**src/rtl/reg_write_arbiter.sv**
```systemverilog
// Round-robin arbiter sharing the register_block write port between two writeback requesters.
// Grants are combinational; the winning write is registered onto the port for one cycle.
module reg_write_arbiter #(
    parameter int unsigned ID_WIDTH   = 4,
    parameter int unsigned DATA_WIDTH = 8,
    parameter int unsigned NUM_REGS   = 12
) (
    input  logic                  clock,
    input  logic                  reset,
    input  logic                  hold,
    input  logic                  req0_valid,
    input  logic [ID_WIDTH-1:0]   req0_id,
    input  logic [DATA_WIDTH-1:0] req0_value,
    output logic                  req0_ready,
    input  logic                  req1_valid,
    input  logic [ID_WIDTH-1:0]   req1_id,
    input  logic [DATA_WIDTH-1:0] req1_value,
    output logic                  req1_ready,
    output logic                  write_enable,
    output logic [ID_WIDTH-1:0]   write_id,
    output logic [DATA_WIDTH-1:0] write_value,
    output logic                  last_grant,
    output logic                  bad_id,
    output logic [7:0]            write_count
);

    localparam int unsigned CNT_WIDTH = 8;
    // One extra bit so NUM_REGS == 2**ID_WIDTH still compares correctly.
    localparam logic [ID_WIDTH:0] NUM_REGS_EXT = (ID_WIDTH + 1)'(NUM_REGS);

    logic                  prio;
    logic                  grant;
    logic                  grant_idx;
    logic [ID_WIDTH-1:0]   grant_id;
    logic [DATA_WIDTH-1:0] grant_value;
    logic                  id_ok;
    logic                  commit;

    // Round-robin grant: the requester that did not win last has priority on a tie.
    always_comb begin
        prio        = ~last_grant;
        req0_ready  = 1'b0;
        req1_ready  = 1'b0;
        if (!hold && !reset) begin
            req0_ready = req0_valid && (!req1_valid || (prio == 1'b0));
            req1_ready = req1_valid && (!req0_valid || (prio == 1'b1));
        end
        grant       = req0_ready || req1_ready;
        grant_idx   = req1_ready;
        grant_id    = req1_ready ? req1_id    : req0_id;
        grant_value = req1_ready ? req1_value : req0_value;
        id_ok       = ({1'b0, grant_id} < NUM_REGS_EXT);
        commit      = grant && id_ok;
    end

    // Write port, pointer, sticky error and commit counter.
    always_ff @(posedge clock) begin
        if (reset) begin
            write_enable <= 1'b0;
            write_id     <= '0;
            write_value  <= '0;
            last_grant   <= 1'b1;
            bad_id       <= 1'b0;
            write_count  <= '0;
        end else begin
            write_enable <= commit;
            if (commit) begin
                write_id    <= grant_id;
                write_value <= grant_value;
                write_count <= write_count + CNT_WIDTH'(1);
            end
            if (grant) begin
                last_grant <= grant_idx;
            end
            if (grant && !id_ok) begin
                bad_id <= 1'b1;
            end
        end
    end

endmodule

```
**config.mk**
```make
export PLATFORM = sky130hd
export DESIGN_NAME = reg_write_arbiter
export DESIGN_NICKNAME = d
export VERILOG_FILES = /design/src/rtl/reg_write_arbiter.sv
export SDC_FILE = /design/constraint.sdc
export NUM_CORES = 1
export LEC_CHECK = 0
export CORE_ASPECT_RATIO = 1.75
export CORE_UTILIZATION = 40
export DETAILED_ROUTE_END_ITERATION = 10
export PLACE_DENSITY_LB_ADDON = 0.1
export REMOVE_ABC_BUFFERS = 1
export SYNTH_ARGS = -nofsm -noshare
export SYNTH_HDL_FRONTEND = slang
export SYNTH_SLANG_ARGS = --single-unit
```
**constraint.sdc**
```tcl
create_clock -name clock -period 1.9 [get_ports clock]
set_input_delay 0.38 -clock clock [delete_from_list [all_inputs] [get_ports clock]]
set_output_delay 0.38 -clock clock [all_outputs]
set_load 0.05 [all_outputs]
```
==> results.yml <==
timing:
  skew_ns: 0.00143
  maxSlewViolCount: 0
  final.min_clock_period_ns: 1.82
  hold-worst-slack_ns: 0.481
  period_share: 0.958
  setup_viol: 0
  tightest_slew_ns: 0.539
  maxSlewHeadroom: 0.638
  rsz0062_at_grt: "no"
  fmax_mhz: 549
  tns_ns: 0
  hold_viol: 0
power:
  netSwitchingFraction: 0.306
  power.switching_uw: 350
  internal_power_uw: 792
  power_frac_clock: 0.269
  comb_power_share: 0.280
  ir_drop_uv: 528
  seqPwrFrac: 0.451
  power_density_nw_per_um2: 593
  power.leakage_nw: 0.787
cts:
  cts_buffer_depth: 2
  cts_htree_levels: 1
  cts_root_buffer: "clkbuf_8"
  clkSinkCount: 23
  cts_hold_buffers: 0
  tritoncts: "done"
  cts_made_buffers: 3
  clkTransAtPathRegs_ns: 0.08
  clkLatencyLatePin_ns: 0.26
worst_setup_path:
  cp_num_buf_inv: 1
  critical_path_peak_fanout: 2
  ff2ff_path_depth: 5
  critPathMaxStageDelay_ns: 0.82
  crit_arrival_ns: 1.44
  crit_family: "buffers and inverters"
  path_cells: "clkdlybuf4s50_1"
  cp-start-kind: "register"
  path_depth: 1
  cp.required_ns: 1.52
  timing.rr.end: "write_count[6]"
  rrSetupSlack_ns: 0.19
  end_kind: "primary output"
  setup.worst_path.start: "write_value[7]"
  crit_end: "write_value[7]"
  rr_startpoint: "last_grant"
  crit_slowest_cell: "clkdlybuf4s50_1"
  crit_type: "reg2out"
yosys:
  synth-edff-count: 0
  synth_seq_area_share: 0.394
  ys_async_sr_fraction: 0
  synthTopCellsByCount: "dfxtp_1 (23), nand2_1 (17), nand3_1 (15)"
  netlist_area_sq_um: 1170
  yosysMostFrequentCell: "dfxtp_1"
  synth_top_area_share: 0.394
  avgSynthCellArea_sq_um: 8.47
  synth_ff_type: "dfxtp_1"
  netlist_instances: 138
  yosysWarnings: 0
  ys_ff_latch: 23
  yosysUniqueCellTypes: 38
  yosys-top-cells-area: "dfxtp_1 (39%), a311oi_1 (7.5%), nand3_1 (6.4%)"
  yosys.area.top_type: "dfxtp_1"
grt:
  grt_overflow: 0
  met3_usage: 0.0270
  grt_pass1_vias: 1387
  grtUsageMet2: 0.500
  grt_use_met1: 0.252
  grt_antenna_before_repair: 0
  grt_pass1_wl_um: 6180
  grt_max_degree: 19
  grt_usage: 0.252
  top_usage_layer: "met2"
hold_path:
  worstHoldPathType: "reg2reg"
cells_and_area:
  antenna_cells: 0
  drive_gt1_frac: 0.238
  nets: 241
  area_delta_synth_final_pct: 64.8
  nFillCells: 250
die:
  die_w_um: 42.9
  design.die.area_sq_um: 3150
  row_count: 25
  core_area_sq_um: 2750
  die_y_um: 73.5
  initial_core_util: 0.425
  ioPinCount: 54
routing:
  routedWlPerCell_um: 15.9
  drc: 0
  vias_per_cell: 5.84
  vias: 1384
  drt_iter0_markers: 28
  first_pass_iters: 4
  antenna_left: 0
  wl_um: 3770
run:
  cap_violations: 0
placement:
  post-dp-hpwl_um: 2900
  io_buffer_count: 53
  gp_congestion: 0.833
outcome:
  outcome: "completed"
## how the worst min path moves through the flow
stage / startpoint / end / slack [ns] / cells after the start
after floorplan: reset / write_count[0] / 0.45 / 1
after global placement: write_id[3] / write_id[3] / 0.45 / 2
after detailed placement: bad_id / bad_id / 0.47 / 1
after CTS: bad_id / bad_id / 0.49 / 1
after global routing: bad_id / bad_id / 0.52 / 1
final: bad_id / bad_id / 0.48 / 1
## power groups by stage
| stage | registers (mW) | logic (mW) | clock network [mW] |
|---|---|---|---|
| after global placement | 0.526 | 0.308 | 0 |
| after global routing | 0.518 | 0.340 | 0.335 |
| after detailed placement | 0.527 | 0.315 | 0 |
| final | 0.516 | 0.320 | 0.307 |
| after floorplan | 0.595 | 0.0738 | 0 |
| after CTS | 0.516 | 0.319 | 0.313 |
## cell usage in the layout, fill, tap and decap left out, types with 2 or more instances in the layout
cell type,instances
nor4_1,2
dfxtp_1,23
nand4b_1,2
a31oi_1,10
dlygate4sd2_1,4
nand4_1,3
mux2i_1,4
a211oi_1,2
and2_1,2
o31ai_1,2
nand3_1,15
nor2_2,2
clkbuf_8,3
a311oi_1,10
inv_2,2
buf_12,2
buf_4,34
o21ai_0,3
inv_1,3
a21oi_1,4
nand2_1,16
and3_1,2
clkdlybuf4s50_1,38
## metal layers
layer,share of wire,vias up
met5,0,-
li1,-,675
met2,0.57,42
met4,0.025,0
met3,0.036,9
met1,0.37,658
## timing repair
action,CTS,global route
resized for setup,9,1
endpoints found under the setup margin,3,1
setup buffers,2,0
pin swaps,3,1
## per-stage QoR
| stage | std cells | setup slack, ns | total power [mW] | utilization | area (sq um) |
|---|---|---|---|---|---|
| floorplan | 127 | -0.462 | 0.669 | - | 1110 |
| finish | 237 | 0.0792 | 1.14 | 0.700 | 1930 |
| global placement | 231 | -0.237 | 0.834 | 0.674 | 1850 |
| detailed placement | 231 | -0.283 | 0.842 | 0.674 | 1850 |
| CTS | 237 | 0.0733 | 1.15 | 0.699 | 1920 |
| global route | 237 | 0.00121 | 1.19 | 0.700 | 1930 |
## kinds of logic (layout without fill, tap and decap cells)
family	Yosys count	after routing	synth area share
compound gates	42	42	0.266
fa+ha+maj	1	1	0.0107
flops	23	23	0.394
simple gates	51	51	0.222
buf+inv	16	88	0.0642
mux	5	5	0.0439
## flip-flops by register name, indices dropped and copies added, names as in the netlist
signal,cells
write_value,8
write_count,8
bad_id,1
write_enable,1
last_grant,1
write_id,4
## cell type report
| class | instances | area (sq um) | share of cell area |
|---|---|---|---|
| clock buffer | 3 | 41.3 | 0.0214 |
| clock inverter | 1 | 5.00 | 0.00260 |
| inverter | 5 | 18.8 | 0.00975 |
| multi-input combinational | 99 | 644 | 0.335 |
| sequential | 23 | 460 | 0.239 |
| tap | 27 | 33.8 | 0.0175 |
| timing repair buffer | 79 | 722 | 0.375 |
Note: power is estimated with default switching activity, not from simulation.
